<file path="src/rtl/lcd_panel_rx.sv">
// Receive side of the 4-wire serial LCD link: deserialises bytes, decodes the command subset, streams RGB565 pixels.
// Latency: byte_valid/pixel_valid 3 cin cycles after the cin edge that first sees scl high for bit 0.
// No backpressure: every completed byte is decoded in the cycle it completes; outputs are pulses/held registers.
module lcd_panel_rx #(
    parameter int WIDTH  = 320,
    parameter int HEIGHT = 240,
    localparam int XW = $clog2(WIDTH),
    localparam int YW = $clog2(HEIGHT)
) (
    input  logic          i_cin,
    input  logic          i_reset,
    input  logic          i_sda,
    input  logic          i_scl,
    input  logic          i_cs,
    input  logic          i_rs,
    output logic          o_byte_valid,
    output logic [7:0]    o_byte_data,
    output logic          o_byte_is_cmd,
    output logic          o_pixel_valid,
    output logic [15:0]   o_pixel,
    output logic [XW-1:0] o_px_x,
    output logic [YW-1:0] o_px_y,
    output logic          o_frame_start,
    output logic          o_sleeping,
    output logic          o_display_on
);

    typedef enum logic [2:0] {S_CMD, S_CASET, S_PASET, S_RAMWR, S_SKIP} state_t;

    localparam logic [15:0] W16 = 16'(WIDTH);
    localparam logic [15:0] H16 = 16'(HEIGHT);

    logic [1:0]    r_sda_s, r_scl_s, r_cs_s, r_rs_s;
    logic          r_scl_d, r_cs_d;
    logic [2:0]    r_bitcnt;
    logic [7:0]    r_shift;
    state_t        r_state, w_state_nxt;
    logic [1:0]    r_pcnt;
    logic [7:0]    r_p0, r_p1, r_p2;
    logic [XW-1:0] r_xs, r_xe, r_x;
    logic [YW-1:0] r_ys, r_ye, r_y;
    logic          r_phase;   // 0: expecting hi byte, 1: expecting lo byte
    logic [7:0]    r_hi;

    logic          w_scl_rise, w_sel, w_shift, w_byte_done, w_is_cmd;
    logic [7:0]    w_byte;
    logic [15:0]   w_start, w_end;
    logic          w_win_ok;
    logic          w_sleep_set, w_sleep_clr, w_disp_set, w_disp_clr;
    logic          w_ram_start, w_param_store, w_win_commit, w_hi_load, w_pix_emit;

    // Two-flop synchronisers plus one delay stage for edge detection; cs idles deselected.
    always_ff @(posedge i_cin or posedge i_reset) begin
        if (i_reset) begin
            r_sda_s <= 2'b00;
            r_scl_s <= 2'b00;
            r_cs_s  <= 2'b11;
            r_rs_s  <= 2'b00;
            r_scl_d <= 1'b0;
            r_cs_d  <= 1'b1;
        end else begin
            r_sda_s <= {r_sda_s[0], i_sda};
            r_scl_s <= {r_scl_s[0], i_scl};
            r_cs_s  <= {r_cs_s[0], i_cs};
            r_rs_s  <= {r_rs_s[0], i_rs};
            r_scl_d <= r_scl_s[1];
            r_cs_d  <= r_cs_s[1];
        end
    end

    // Selected while cs is low, and also in the cycle cs rises so a byte finishing then still counts.
    assign w_scl_rise  = r_scl_s[1] & ~r_scl_d;
    assign w_sel       = ~r_cs_s[1] | ~r_cs_d;
    assign w_shift     = w_scl_rise & w_sel;
    assign w_byte_done = w_shift & (r_bitcnt == 3'd7);
    assign w_byte      = {r_shift[6:0], r_sda_s[1]};
    assign w_is_cmd    = ~r_rs_s[1];

    assign w_start  = {r_p0, r_p1};
    assign w_end    = {r_p2, w_byte};
    assign w_win_ok = (w_start <= w_end) && (w_end < ((r_state == S_CASET) ? W16 : H16));

    // Shift in sda on each selected scl rise; deselect discards a partial byte.
    always_ff @(posedge i_cin or posedge i_reset) begin
        if (i_reset) begin
            r_bitcnt <= 3'd0;
            r_shift  <= 8'h00;
        end else if (w_shift) begin
            r_bitcnt <= r_bitcnt + 3'd1;
            r_shift  <= w_byte;
        end else if (r_cs_s[1]) begin
            r_bitcnt <= 3'd0;
        end
    end

    // Decoder state register.
    always_ff @(posedge i_cin or posedge i_reset) begin
        if (i_reset) r_state <= S_CMD;
        else         r_state <= w_state_nxt;
    end

    // Next state and per-byte action strobes; commands preempt whatever state is active.
    always_comb begin
        w_state_nxt   = r_state;
        w_sleep_set   = 1'b0;
        w_sleep_clr   = 1'b0;
        w_disp_set    = 1'b0;
        w_disp_clr    = 1'b0;
        w_ram_start   = 1'b0;
        w_param_store = 1'b0;
        w_win_commit  = 1'b0;
        w_hi_load     = 1'b0;
        w_pix_emit    = 1'b0;
        if (w_byte_done) begin
            if (w_is_cmd) begin
                case (w_byte)
                    8'h11: begin w_sleep_clr = 1'b1; w_state_nxt = S_CMD; end
                    8'h10: begin w_sleep_set = 1'b1; w_state_nxt = S_CMD; end
                    8'h29: begin w_disp_set  = 1'b1; w_state_nxt = S_CMD; end
                    8'h28: begin w_disp_clr  = 1'b1; w_state_nxt = S_CMD; end
                    8'h2A: w_state_nxt = S_CASET;
                    8'h2B: w_state_nxt = S_PASET;
                    8'h2C: begin w_ram_start = 1'b1; w_state_nxt = S_RAMWR; end
                    default: w_state_nxt = S_SKIP;
                endcase
            end else begin
                case (r_state)
                    S_CASET, S_PASET: begin
                        w_param_store = 1'b1;
                        if (r_pcnt == 2'd3) begin
                            w_win_commit = w_win_ok;
                            w_state_nxt  = S_SKIP;
                        end
                    end
                    S_RAMWR: begin
                        if (r_phase) w_pix_emit = 1'b1;
                        else         w_hi_load  = 1'b1;
                    end
                    default: ;
                endcase
            end
        end
    end

    // Byte reporting registers.
    always_ff @(posedge i_cin or posedge i_reset) begin
        if (i_reset) begin
            o_byte_valid  <= 1'b0;
            o_byte_data   <= 8'h00;
            o_byte_is_cmd <= 1'b0;
        end else begin
            o_byte_valid <= w_byte_done;
            if (w_byte_done) begin
                o_byte_data   <= w_byte;
                o_byte_is_cmd <= w_is_cmd;
            end
        end
    end

    // Mode flags, window parameters and the RAMWR pixel datapath.
    always_ff @(posedge i_cin or posedge i_reset) begin
        if (i_reset) begin
            o_sleeping    <= 1'b1;
            o_display_on  <= 1'b0;
            o_pixel_valid <= 1'b0;
            o_frame_start <= 1'b0;
            o_pixel       <= 16'h0000;
            o_px_x        <= '0;
            o_px_y        <= '0;
            r_pcnt        <= 2'd0;
            r_p0          <= 8'h00;
            r_p1          <= 8'h00;
            r_p2          <= 8'h00;
            r_xs          <= '0;
            r_xe          <= XW'(WIDTH - 1);
            r_ys          <= '0;
            r_ye          <= YW'(HEIGHT - 1);
            r_x           <= '0;
            r_y           <= '0;
            r_phase       <= 1'b0;
            r_hi          <= 8'h00;
        end else begin
            o_pixel_valid <= w_pix_emit;
            o_frame_start <= w_pix_emit && (r_x == r_xs) && (r_y == r_ys);
            if (w_sleep_set) o_sleeping   <= 1'b1;
            if (w_sleep_clr) o_sleeping   <= 1'b0;
            if (w_disp_set)  o_display_on <= 1'b1;
            if (w_disp_clr)  o_display_on <= 1'b0;

            if (w_byte_done && w_is_cmd) r_pcnt <= 2'd0;
            else if (w_param_store)      r_pcnt <= r_pcnt + 2'd1;

            if (w_param_store) begin
                case (r_pcnt)
                    2'd0:    r_p0 <= w_byte;
                    2'd1:    r_p1 <= w_byte;
                    2'd2:    r_p2 <= w_byte;
                    default: ;
                endcase
            end

            if (w_win_commit) begin
                if (r_state == S_CASET) begin
                    r_xs <= w_start[XW-1:0];
                    r_xe <= w_end[XW-1:0];
                end else begin
                    r_ys <= w_start[YW-1:0];
                    r_ye <= w_end[YW-1:0];
                end
            end

            if (w_ram_start) begin
                r_x     <= r_xs;
                r_y     <= r_ys;
                r_phase <= 1'b0;
            end

            if (w_hi_load) begin
                r_hi    <= w_byte;
                r_phase <= 1'b1;
            end

            // Emit at the current position, then advance with row and window wrap.
            if (w_pix_emit) begin
                o_pixel <= {r_hi, w_byte};
                o_px_x  <= r_x;
                o_px_y  <= r_y;
                r_phase <= 1'b0;
                if (r_x == r_xe) begin
                    r_x <= r_xs;
                    r_y <= (r_y == r_ye) ? r_ys : r_y + YW'(1);
                end else begin
                    r_x <= r_x + XW'(1);
                end
            end
        end
    end

endmodule

</file>
<file path="config.mk">
export PLATFORM = sky130hd
export DESIGN_NAME = lcd_panel_rx
export DESIGN_NICKNAME = d
export VERILOG_FILES = /design/src/rtl/lcd_panel_rx.sv
export SDC_FILE = /design/constraint.sdc
export NUM_CORES = 1
export LEC_CHECK = 0
export BUFFER_PORTS_ARGS = -buffer_cell sky130_fd_sc_hd__buf_2
export CORE_MARGIN = 4
export CORE_UTILIZATION = 40
export CTS_BUF_LIST = sky130_fd_sc_hd__clkbuf_2 sky130_fd_sc_hd__clkbuf_4 sky130_fd_sc_hd__clkbuf_8
export DETAILED_ROUTE_END_ITERATION = 8
export GPL_TIMING_DRIVEN = 0
export HOLD_SLACK_MARGIN = 0.08
export PLACE_DENSITY = 0.53
export SYNTH_ARGS = -nofsm -noshare
export SYNTH_HDL_FRONTEND = slang
export SYNTH_SLANG_ARGS = --single-unit
export TNS_END_PERCENT = 5
</file>
<file path="constraint.sdc">
create_clock -name i_cin -period 6 [get_ports i_cin]
set_clock_uncertainty 0.2 [all_clocks]
set_input_delay 0 -clock i_cin [delete_from_list [all_inputs] [get_ports i_cin]]
set_output_delay 0 -clock i_cin [all_outputs]
set_load 0.1 [all_outputs]
</file>
==> metrics list, run 1 <==
- Status: complete, no violations
- Number of endpoints failing setup at the final stage: 0
* Post-synthesis net count: 645
- Cell count after synthesis: 614
* Die area: 20100 µm²
- Clock latency at the later pin of the worst-skew pair: 450 ps
- In the final design database the tool counted 727 nets.
- Share of the clock period used by the worst path after layout: 60.8%
- Fraction of registers with async set or reset after synthesis: 100%
- Hold wc startpoint: r_sda_s[0]$_DFF_PP0_
- Before CTS, the worst setup slack after placement is 2330 ps.
- The clock passes through at most 2 buffers.
* Pwr per Cell Area: 256 nW/µm²
- Register-to-register setup slack: 2350 ps
- STA classifies the critical path startpoint as a register.
- Overall global routing resource usage: 17.3%
- The wire-length estimate of the detail-placed layout is 11600 µm.
- Antenna violations before repair: 0
* Initial standard-cell utilization of the core: 41.1%
* Die Wd: 142 µm
- Via count: 4938
- The area growth from synthesis to layout is 15.7%.
* Fin. Hold Viols: 0
- Classification of the worst setup path: reg2reg
- Max-cap violations in this run came to 0.
- Fraction of final layout cells sized beyond drive strength 1: 29.3%
- Data on the critical path arrives at its endpoint at 3790 ps.
* Post-synthesis cell area: 7160 µm²
- The first global-routing pass estimated 27200 µm of wire.
* Most instantiated flip-flop cell in the synthesis netlist: sky130_fd_sc_hd__dfrtp_1
- Number of port buffers: 52
- Routed wire length: 16500 µm
- Launching point of the worst reg2reg path: r_shift[0]$_DFFE_PP0P_
- Number of global-route vias before repair: 5064
* Final-report max-slew violation count: 0
- At the end of routability-driven placement, the weighted congestion stood at 0.870.
* Total CTS buffers: 17
* Post-synth EDFFs: 0
* Num rows: 48
- STA puts the critical path data required time at 6140 ps.
* DRT antenna net count: 0
- The total area inside the core boundary comes to 17400 µm².
- Count of boundary I/O pins: 53
* Endpoint of the worst-slack reg-to-reg timing path: r_xe[6]$_DFFE_PP0P_
- Count of filler cells inserted in the layout: 1617
- Number of storage elements in the synthesis netlist: 156
* Max Fanout on Critical Path: 10
* Post-route worst setup slack: 2350 ps
- Die Span Y: 142 µm
- In this run the clock root is driven by a sky130_fd_sc_hd__clkbuf_8.
- In the layout the commonest cells are 138 x sky130_fd_sc_hd__dfrtp_1, 81 x sky130_fd_sc_hd__mux2_2, 61 x sky130_fd_sc_hd__nand2_1.
- For this run, the number of Yosys warnings is 0.
* Clock period minus worst slack: 3650 ps
- In the final routed layout, each cell accounts on average for 17.6 µm.
- For hold timing, the worst endpoint is r_sda_s[1]$_DFF_PP0_.
- Setup repair after global routing left no endpoint under its margin.
- Post-CTS timing repair inserted 0 buffers for setup.
- TritonCTS clock tree: done
* Average size of a mapped cell: 11.7 µm²
- Worst min-delay path class: reg2reg
- Sequential-to-total area share from yosys stat: 54.9%
- GRT overflow: 0
- Final cell area excluding filler cells: 8280 µm²
* Clock edge transition at the registers on the reported setup and hold paths: 80 ps
- Number of distinct library cells after synthesis: 57
- Most common library cell in the layout ignoring fill and taps: sky130_fd_sc_hd__dfrtp_1
- Category of the worst setup path capture point: register
* Register-to-Register Path Depth: 10
- Maximum vdd drop: 165 µV
- In this run the static leakage power is 0.00406 µW.
- Initial DRC count: 288
- CTS saw 156 sinks.
- Power comes to 2120 µW.
- Highest clock rate: 0.274 GHz
* Detail-routed via count per cell: 5.29
- Final TNS setup: 0 ps
- Entering global routing, the biggest net connects 103 pins.
- Number of cells on the worst hold path: 0
* Tightest Pin Transition: 1100 ps
- In this run the tightest slew margin relative to its limit is 26.2%.
- The H-tree generated during clock tree synthesis spans 4 levels.
- Before antenna repair, the detailed router went through 5 iterations.
- The number of antenna diodes in the final layout is 0.
* DRC: 0
- Cell area reported after detailed placement: 7730 µm²
## Yosys cell counts, drive strengths merged, types with 2 or more instances
cell	instances	area [µm²]
nand4	14	87.6
a21o	5	45.0
o211ai	2	15.0
dfstp	18	473
or3	4	25.0
o31ai	6	50.1
nor2	19	71.3
o21a	3	30.0
a21oi	26	141
o21ai	51	259
nand2b	4	25.0
and3	4	25.0
nand2	61	229
nor2b	3	18.8
dfrtp	138	3450
buf	9	51.3
or4	2	18.8
o22ai	7	43.8
ha	25	313
mux2i	2	20.0
xor2	22	193
a211oi	2	20.0
inv	28	105
o41ai	2	17.5
xnor2	15	131
or2	2	12.5
o221a	2	22.5
nor3	6	35.0
a31oi	3	18.8
nand3	11	55.1
nor4b	2	38.8
clkbuf	17	63.8
mux2	81	912
nor4	8	50.1
## per-layer routing
layer / GRT usage [%] / share of wire, % / up-vias / wire length (µm)
li1: - / - / 2323 / -
met1: 23.6 / 47 / 2481 / 7760
met2: 27.6 / 47 / 112 / 7770
met3: 3.88 / 4.1 / 22 / 669
met4: 5.71 / 1.7 / 0 / 277
met5: 0 / 0 / - / 0
## flip-flops by register name, indices dropped and copies added (netlist names), 2 cells and up
signal / count
r_p1: 8
r_p2: 8
r_shift: 7
r_scl_s: 2
r_p0: 8
r_state: 3
r_rs_s: 2
r_bitcnt: 3
r_xs: 9
r_xe: 9
o_pixel: 16
r_hi: 8
r_sda_s: 2
r_pcnt: 2
r_ye: 8
r_cs_s: 2
r_ys: 8
o_px_x: 9
o_px_y: 8
o_byte_data: 8
r_x: 9
r_y: 8
## through the flow
stage / util (%) / std cells / hold slack, ps
after floorplan: - / 614 / -196
after global placement: 44.2 / 891 / -92.1
after detailed placement: 44.4 / 892 / -113
after CTS: 47.5 / 934 / 156
after global routing: 47.5 / 934 / 163
final: 47.5 / 934 / 156
## cells by family after synthesis
logic type	count (synthesis)	synth area share (%)
AO/OA/AOI/OAI	114	9.88
XOR/XNOR	37	4.53
adder cells (fa/ha/maj)	25	4.37
buffers and inverters	54	3.08
flip-flops	156	54.9
multiplexers	83	13.0
AND/OR/NAND/NOR	145	10.2
## power breakdown
part / total (µW) / leakage [µW] / internal (µW) / switching [µW]
registers: 1100 / 0.00209 / 1070 / 28.5
logic: 140 / 0.00175 / 38.4 / 102
clock network: 886 / 0.000223 / 479 / 407
total: 2120 / 0.00406 / 1580 / 538
## worst max-delay path by stage
stage	cells past startpoint	start	slack, ps	end
CTS	10	r_shift[0]$_DFFE_PP0P_	2290	r_xe[7]$_DFFE_PP0P_
finish	10	r_shift[0]$_DFFE_PP0P_	2350	r_xe[6]$_DFFE_PP0P_
global placement	2	i_reset	20	r_bitcnt[2]$_DFFE_PP0P_
detailed placement	10	r_shift[0]$_DFFE_PP0P_	2330	r_xe[7]$_DFFE_PP0P_
floorplan	1	i_reset	1620	o_byte_data[0]$_DFFE_PP0P_
global route	10	r_shift[0]$_DFFE_PP0P_	2090	r_xe[7]$_DFFE_PP0P_
## critical path: stages, from the launching register on
cell	delay, ps
sky130_fd_sc_hd__dfrtp_1	370
sky130_fd_sc_hd__clkbuf_1	490
sky130_fd_sc_hd__inv_1	270
sky130_fd_sc_hd__ha_1	370
sky130_fd_sc_hd__nor2b_1	140
sky130_fd_sc_hd__o211ai_1	160
sky130_fd_sc_hd__a21o_1	140
sky130_fd_sc_hd__a31oi_1	160
sky130_fd_sc_hd__nor4b_4	660
sky130_fd_sc_hd__buf_6	240
sky130_fd_sc_hd__mux2_2	330
## layout make-up
class	count	area [µm²]	area share, %
Timing Repair Buffer	63	388	4.68
Clock inverter	13	189	2.28
Multi-Input combinational cell	404	3010	36.3
Inverter	28	110	1.33
Sequential cell	156	3930	47.4
Clock buffer	19	262	3.16
Buffer	26	115	1.39
Tap cell	225	282	3.40
## timing repair
action	4_1_cts	5_1_grt
endpoints found under the hold margin	145	0
resized for setup	0	0
hold buffers	10	0
No activity file was read; power rests on OpenSTA's default activity.
==> run 2: changes to the inputs <==
==> constraint.sdc (replaced) <==
create_clock -name i_cin -period 3.7 [get_ports i_cin]
set_clock_uncertainty 0.2 [all_clocks]
set_input_delay 0 -clock i_cin [delete_from_list [all_inputs] [get_ports i_cin]]
set_output_delay 0 -clock i_cin [all_outputs]
set_load 0.1 [all_outputs]
==> run 2 against run 1 <==
Net effect:
- final area grew 0.91%
- highest routed layer unchanged
- clock power grew 63%
- via count grew 0.61%
- worst setup slack got worse by 2100 ps
- non-clock buffer count is 5 higher
- first-iteration DRC count shrank 23%
- cell count up 0.54%
- sequential share of layout area shrank 0.43 points
- die area is the same
- global-route usage decreased by 0.075 points
- fmax rose by 5.7%
- critical path depth shrank 1
==> metrics list, run 2 (synthesized netlist as in run 1, its figures left out) <==
- Status: complete, no violations
- After the last flow step, the layout net total stands at 732.
- Overall global routing resource usage: 17.3%
* TritonCTS clock tree: done
- Data on the critical path is required at its endpoint by 3840 ps.
- For the worst-skew pair, the clock arrives at the later sink with an insertion delay of 450 ps.
* Tightest Pin Transition: 1040 ps
* Total CTS buffers: 17
- Number of port buffers: 52
- STA classifies the critical path startpoint as a register.
- Max-cap violations in this run came to 0.
* Number of global-route vias before repair: 5041
- Final-report max-slew violation count: 0
- In the global route stage, met1 resource usage came out at 23.6%.
- Final TNS setup: 0 ps
* Number of optimization iterations in the first detailed-route pass: 5
- Entering global routing, the biggest net connects 41 pins.
- Category of the worst setup path capture point: register
* DRT antenna net count: 0
- Met3 GRT Util: 3.54%
* CTS max path bufs: 2
* Initial standard-cell utilization of the core: 41.1%
- Critical path, cell by cell: inv_1 > ha_1 > a21oi_1 > o21ai_0 > a221oi_1 > a31oi_1 > nor3_4 > buf_4 > mux2_2
- Across all layers, the routed design uses 4968 vias.
- The clock period could shrink to 3450 ps.
- In the final routed layout, each cell accounts on average for 17.7 µm.
* Commonest cells after routing, fill and taps aside: 138 x sky130_fd_sc_hd__dfrtp_1, 81 x sky130_fd_sc_hd__mux2_2, 61 x sky130_fd_sc_hd__nand2_1
* Max Fanout on Critical Path: 10
- Max stage delay cell, worst path: sky130_fd_sc_hd__dfrtp_1
* Layout overhead on the synthesized area: 16.8%
* Worst hold slack: 152 ps
* Count of inserted antenna diode cells: 0
- Count of boundary I/O pins: 53
- The worst setup path is of the reg2reg kind.
- In this design, the stage delay of the slowest critical-path cell is 620 ps.
* Number of flip-flops under the largest register name: 16
- Static timing analysis puts the maximum clock frequency at 0.290 GHz.
- Worst min-delay path class: reg2reg
- The final critical path takes up 93.3% of the cycle.
- Routability cong.: 0.894
* Die Wd: 142 µm
- Core footprint: 17400 µm²
- The first global-routing pass estimated 27000 µm of wire.
- The floorplan step defined a die boundary enclosing 20100 µm².
- For the worst setup path, the data arrival time is 3590 ps.
* Routed wire length: 16700 µm
* Number of clock sinks seen by CTS: 156
- Power spread over the standard cell area amounts to 413 nW/µm².
- Clock root buffer master: sky130_fd_sc_hd__clkbuf_8
* Antenna violations before repair: 0
- Measured along the y axis, the die boundary spans 142 µm.
* Register containing the most flip-flops in the final layout: o_pixel
- Measured against its own limit, the worst slew margin works out to 30.4%.
- Most common library cell in the layout ignoring fill and taps: sky130_fd_sc_hd__dfrtp_1
- Maximum vdd drop: 255 µV
- Fraction of final layout cells sized beyond drive strength 1: 30.0%
- Met2 demand-to-capacity share in global routing: 27.1%
- Setup repair after global routing left no endpoint under its margin.
* Clock edge transition at the registers on the reported setup and hold paths: 80 ps
* Number of endpoints failing setup at the final stage: 0
* DRC: 0
* Num rows: 48
- Leakage: 0.00409 µW
- The count of endpoints failing hold in the final timing report is 0.
- In this run, the number of DRC markers left after iteration 0 of detailed routing was 222.
* H-Tree Depth: 4
* Half-perimeter wire length after detailed placement: 12200 µm
- Global routing finished with a remaining overflow of 0.
- After detailed routing, the number of vias per cell comes to 5.29.
- Most utilized layer in the global route result: met2
* Register-to-register setup slack: 250 ps
==> run 2: cell count changes in the layout (fill, tap and decap cells not counted) <==
cell	before	now
sky130_fd_sc_hd__buf_12	0	4
sky130_fd_sc_hd__buf_16	1	0
sky130_fd_sc_hd__buf_4	1	3
sky130_fd_sc_hd__clkbuf_1	17	16
sky130_fd_sc_hd__clkbuf_2	0	1
sky130_fd_sc_hd__clkbuf_4	0	2
sky130_fd_sc_hd__clkbuf_8	19	20
sky130_fd_sc_hd__clkinv_4	3	0
sky130_fd_sc_hd__clkinvlp_4	2	4
sky130_fd_sc_hd__inv_6	3	1
sky130_fd_sc_hd__nor3_2	1	0
sky130_fd_sc_hd__nor3_4	0	1
==> run 2: power breakdown <==
part	internal [µW]	total [µW]	switching, µW
registers	1730	1780	46.0
logic	68.8	234	165
clock network	804	1440	632
==> run 2: what timing repair did <==
action,in CTS,in global routing
pin swaps,1,1
buffers inserted,0,2
endpoints found under the setup margin,10,20
hold endpoints to repair,95,0
hold buffers,10,0
gates resized for setup,0,3
==> run 2: cell type report <==
class / count / area, µm²
Fill cell: 1621 / 9060
Sequential cell: 156 / 3930
Multi-Input combinational cell: 404 / 3020
Timing Repair Buffer: 68 / 455
Clock buffer: 22 / 290
Tap cell: 225 / 282
Clock inverter: 10 / 161
Buffer: 26 / 116
Inverter: 28 / 109
==> run 2: through the flow <==
stage	utilization [%]	instances	setup slack [ps]	power, µW	instance area (µm²)
floorplan	-	614	736	1930	7160
global placement	44.2	891	-40.3	2020	7700
detailed placement	44.7	895	-26.4	2040	7780
CTS	47.8	937	7.00	3490	8330
global route	48.0	939	28.5	3600	8360
finish	48.0	939	249	3450	8360
==> run 2: worst paths after layout <==
path | startpoint | endpoint | cells after the start
max reg2reg | r_shift[4]$_DFFE_PP0P_ | r_ys[7]$_DFFE_PP0P_ | 9
min in group asynchronous | i_reset | o_pixel_valid$_DFF_PP0_ | 4
min | r_sda_s[0]$_DFF_PP0_ | r_sda_s[1]$_DFF_PP0_ | 0
min reg2reg | r_sda_s[0]$_DFF_PP0_ | r_sda_s[1]$_DFF_PP0_ | 0
max in group asynchronous | i_reset | r_xe[5]$_DFFE_PP1P_ | 6
max | r_shift[4]$_DFFE_PP0P_ | r_ys[7]$_DFFE_PP0P_ | 9
==> run 2: layer usage <==
metal  routed length [µm]  vias to the layer above
met2                 7840                      131
met1                 7950                     2476
met4                  232                        0
li1                     -                     2341
met3                  633                       20
met5                    0                        -
==> run 2: worst max-delay path, delay by kind of cell (launching register included) <==
kind,cells,cell delay (ps)
compound gates,4,770
buf+inv,2,580
flops,1,620
simple gates,1,440
mux,1,340
fa+ha+maj,1,390
==> run 3: changes to the inputs <==
--- a/config.mk
+++ b/config.mk
@@ -13,6 +13,7 @@
 export GPL_TIMING_DRIVEN = 0
 export HOLD_SLACK_MARGIN = 0.08
 export PLACE_DENSITY = 0.53
+export RECOVER_POWER = 100
 export SYNTH_ARGS = -nofsm -noshare
 export SYNTH_HDL_FRONTEND = slang
 export SYNTH_SLANG_ARGS = --single-unit
==> run 3 against run 2 <==
Net effect:
- the run now ends with max-capacitance violations, max-slew violations left
- register-to-register slack lost 20 ps
- total power barely moved
- combinational power down 2%
- via count down 0.16%
- hold slack about the same
- first-iteration DRC count fell by 1.4%
- fmax down 0.58%
- critical path depth stayed put
- global-route usage is the same
- wire length barely moved
==> metrics list, run 3 (synthesized netlist as in run 1, its figures left out) <==
* Pwr per Cell Area: 417 nW/µm²
- Hold timing on the final database bottoms out at a slack of 152 ps.
- TritonCTS clock tree: done
* Classification of the worst setup path: reg2reg
- The first detailed-routing pass took 5 iterations.
- Worst endpoint required time: 3840 ps
- The die covers 20100 µm².
- During I/O placement, the number of pins put on the boundary was 53.
- The H-tree was split into 4 levels.
- The number of global-route vias before repair came to 5041.
- Clock period minus worst slack: 3470 ps
- Count of inserted antenna diode cells: 0
- Derived from the worst setup path, the maximum achievable clock frequency is 0.288 GHz.
* Detail-routed via count per cell: 5.28
* Share of the clock period used by the worst path after layout: 93.8%
* Clock edge transition at the registers on the reported setup and hold paths: 80 ps
- The completed layout was analyzed and its total power is 3450 µW.
- The most critical setup path has its endpoint at r_ys[0]$_DFFE_PP0P_.
- STA classifies the critical path startpoint as a register.
- For flop-to-flop paths, the worst setup slack is 230 ps.
* Leakage: 0.00388 µW
- Headroom to the max-slew limit came out at -12.3%.
* Register-to-Register Path Depth: 9
- Entering global routing, the biggest net connects 41 pins.
- Via count: 4960
- Global routing used 17.3% of the available tracks across all layers.
- Most common library cell in the layout ignoring fill and taps: sky130_fd_sc_hd__dfrtp_1
- Routed wire length: 16700 µm
- From left edge to right edge, the die measures 142 µm.
- The top cell types in the final layout, fill and taps aside, are 138 x sky130_fd_sc_hd__dfrtp_1, 81 x sky130_fd_sc_hd__mux2_2, 66 x sky130_fd_sc_hd__clkbuf_1.
- Launching point of the worst reg2reg path: r_shift[4]$_DFFE_PP0P_
- The most critical setup path has its startpoint at r_shift[4]$_DFFE_PP0P_.
- Across the run, the number of max-cap violations was 1.
* Clock root buffer master: sky130_fd_sc_hd__clkbuf_8
* Number of endpoints failing setup at the final stage: 0
- After legalization and detailed placement, the total HPWL measured 12200 µm.
- The congestion estimate from routability-driven global placement came to 0.894.
- The final number of max-transition violations came to 41.
* Worst min-delay path class: reg2reg
- Layout overhead on the synthesized area: 15.5%
* Clock latency at the later pin of the worst-skew pair: 460 ps
- The count of nets left with antenna violations once routing finished came out at 0.
- Post-route worst setup slack: 229 ps
* Initial DRC count: 219
- Max Fanout on Critical Path: 10
- o_pixel holds more flip-flops than any other register.
* Total CTS buffers: 17
- After routing the design area is 8260 µm².
* Arrival time of the worst setup path: 3610 ps
* Maximum vdd drop: 254 µV
- Once the floorplan was initialized, standard cells occupied 41.1% of the core.
- Violated checks: max-capacitance violations, max-slew violations
* Endpoint of the worst-slack reg-to-reg timing path: r_ys[0]$_DFFE_PP0P_
* First-pass GRT wire length: 27000 µm
* GRT overflow: 0
- Antenna violations before repair: 0
- CTS max path bufs: 2
- For this design, the sink count on the clock tree is 156.
- Post-place setup slack: -26.4 ps
- Core footprint: 17400 µm²
* Die Span Y: 142 µm
- Number of port buffers: 52
- Number of flip-flops under the largest register name: 16
- Dividing the detail-routed wire length by the instance count gives 17.7 µm.
- For the pin with the worst max-slew slack, the measured transition is 1680 ps.
- In the final design database the tool counted 732 nets.
- For this run, design rule violations remaining after detail routing come to 0.
- RSZ-0062 raised after global routing: false
- Cell area reported after detailed placement: 7780 µm²
* Status: complete, but fails checks
* Category of the worst setup path capture point: register
- Num rows: 48
* Fraction of final layout cells sized beyond drive strength 1: 22.7%
- The count of endpoints failing hold in the final timing report was 0.
run 3: cell types whose count changed in the layout (fill, tap and decap cells not counted), moves of 2 or more:
| cell | delta |
|---|---|
| sky130_fd_sc_hd__buf_1 | -2 |
| sky130_fd_sc_hd__buf_12 | -2 |
| sky130_fd_sc_hd__buf_2 | -48 |
| sky130_fd_sc_hd__clkbuf_1 | +50 |
run 3: where the power goes:
part / total [µW] / internal [µW] / switching [µW]
clock: 1440 / 804 / 635
combinational: 230 / 65.6 / 165
sequential: 1780 / 1730 / 45.8
run 3: metrics by stage:
step / TNS (ps) / util [%] / cells
after floorplan: 0 / - / 614
after global placement: -121 / 44.2 / 891
after detailed placement: -71.8 / 44.7 / 895
after CTS: 0 / 47.8 / 937
after global routing: 0 / 47.4 / 939
final: 0 / 47.4 / 939
run 3: what timing repair did:
item / CTS / global route
endpoints found under the hold margin: 95 / 0
pin swaps: 1 / 1
gates cloned: 0 / 0
endpoints found under the setup margin: 10 / 20
buffers inserted: 0 / 2
resized for setup: 0 / 3
hold buffers: 10 / 0
run 3: worst min-delay path by stage:
| stage | from | to | slack [ps] | cells after the start |
|---|---|---|---|---|
| floorplan | i_cs | r_cs_s[0]$_DFF_PP1_ | -200 | 0 |
| global placement | i_cs | r_cs_s[0]$_DFF_PP1_ | -90 | 1 |
| detailed placement | i_cs | r_cs_s[0]$_DFF_PP1_ | -90 | 1 |
| CTS | r_sda_s[0]$_DFF_PP0_ | r_sda_s[1]$_DFF_PP0_ | 150 | 0 |
| global route | r_sda_s[0]$_DFF_PP0_ | r_sda_s[1]$_DFF_PP0_ | 160 | 0 |
| finish | r_sda_s[0]$_DFF_PP0_ | r_sda_s[1]$_DFF_PP0_ | 150 | 0 |
run 3: cell type report:
cell class,instances,area [µm²]
inverters,28,106
clock buffers,22,290
repair buffers,68,374
flip-flops and latches,156,3930
fillers,1646,9150
clock inverters,10,161
multi-input cells,404,3010
well taps,225,282
plain buffers,26,115
run 3: critical path, stage by stage, from the launching register on:
cell	delay, ps
sky130_fd_sc_hd__dfrtp_1	620
sky130_fd_sc_hd__inv_1	310
sky130_fd_sc_hd__ha_1	390
sky130_fd_sc_hd__a21oi_1	120
sky130_fd_sc_hd__o21ai_0	120
sky130_fd_sc_hd__a221oi_1	300
sky130_fd_sc_hd__a31oi_1	240
sky130_fd_sc_hd__nor3_4	450
sky130_fd_sc_hd__buf_4	270
sky130_fd_sc_hd__mux2_2	340
run 3: metal layers:
layer / vias up / track usage (%) / wire [µm]
met5: - / 0 / 0
met4: 0 / 6.52 / 304
met3: 23 / 3.54 / 680
met2: 131 / 27.1 / 7790
met1: 2460 / 23.6 / 7890
li1: 2346 / - / -
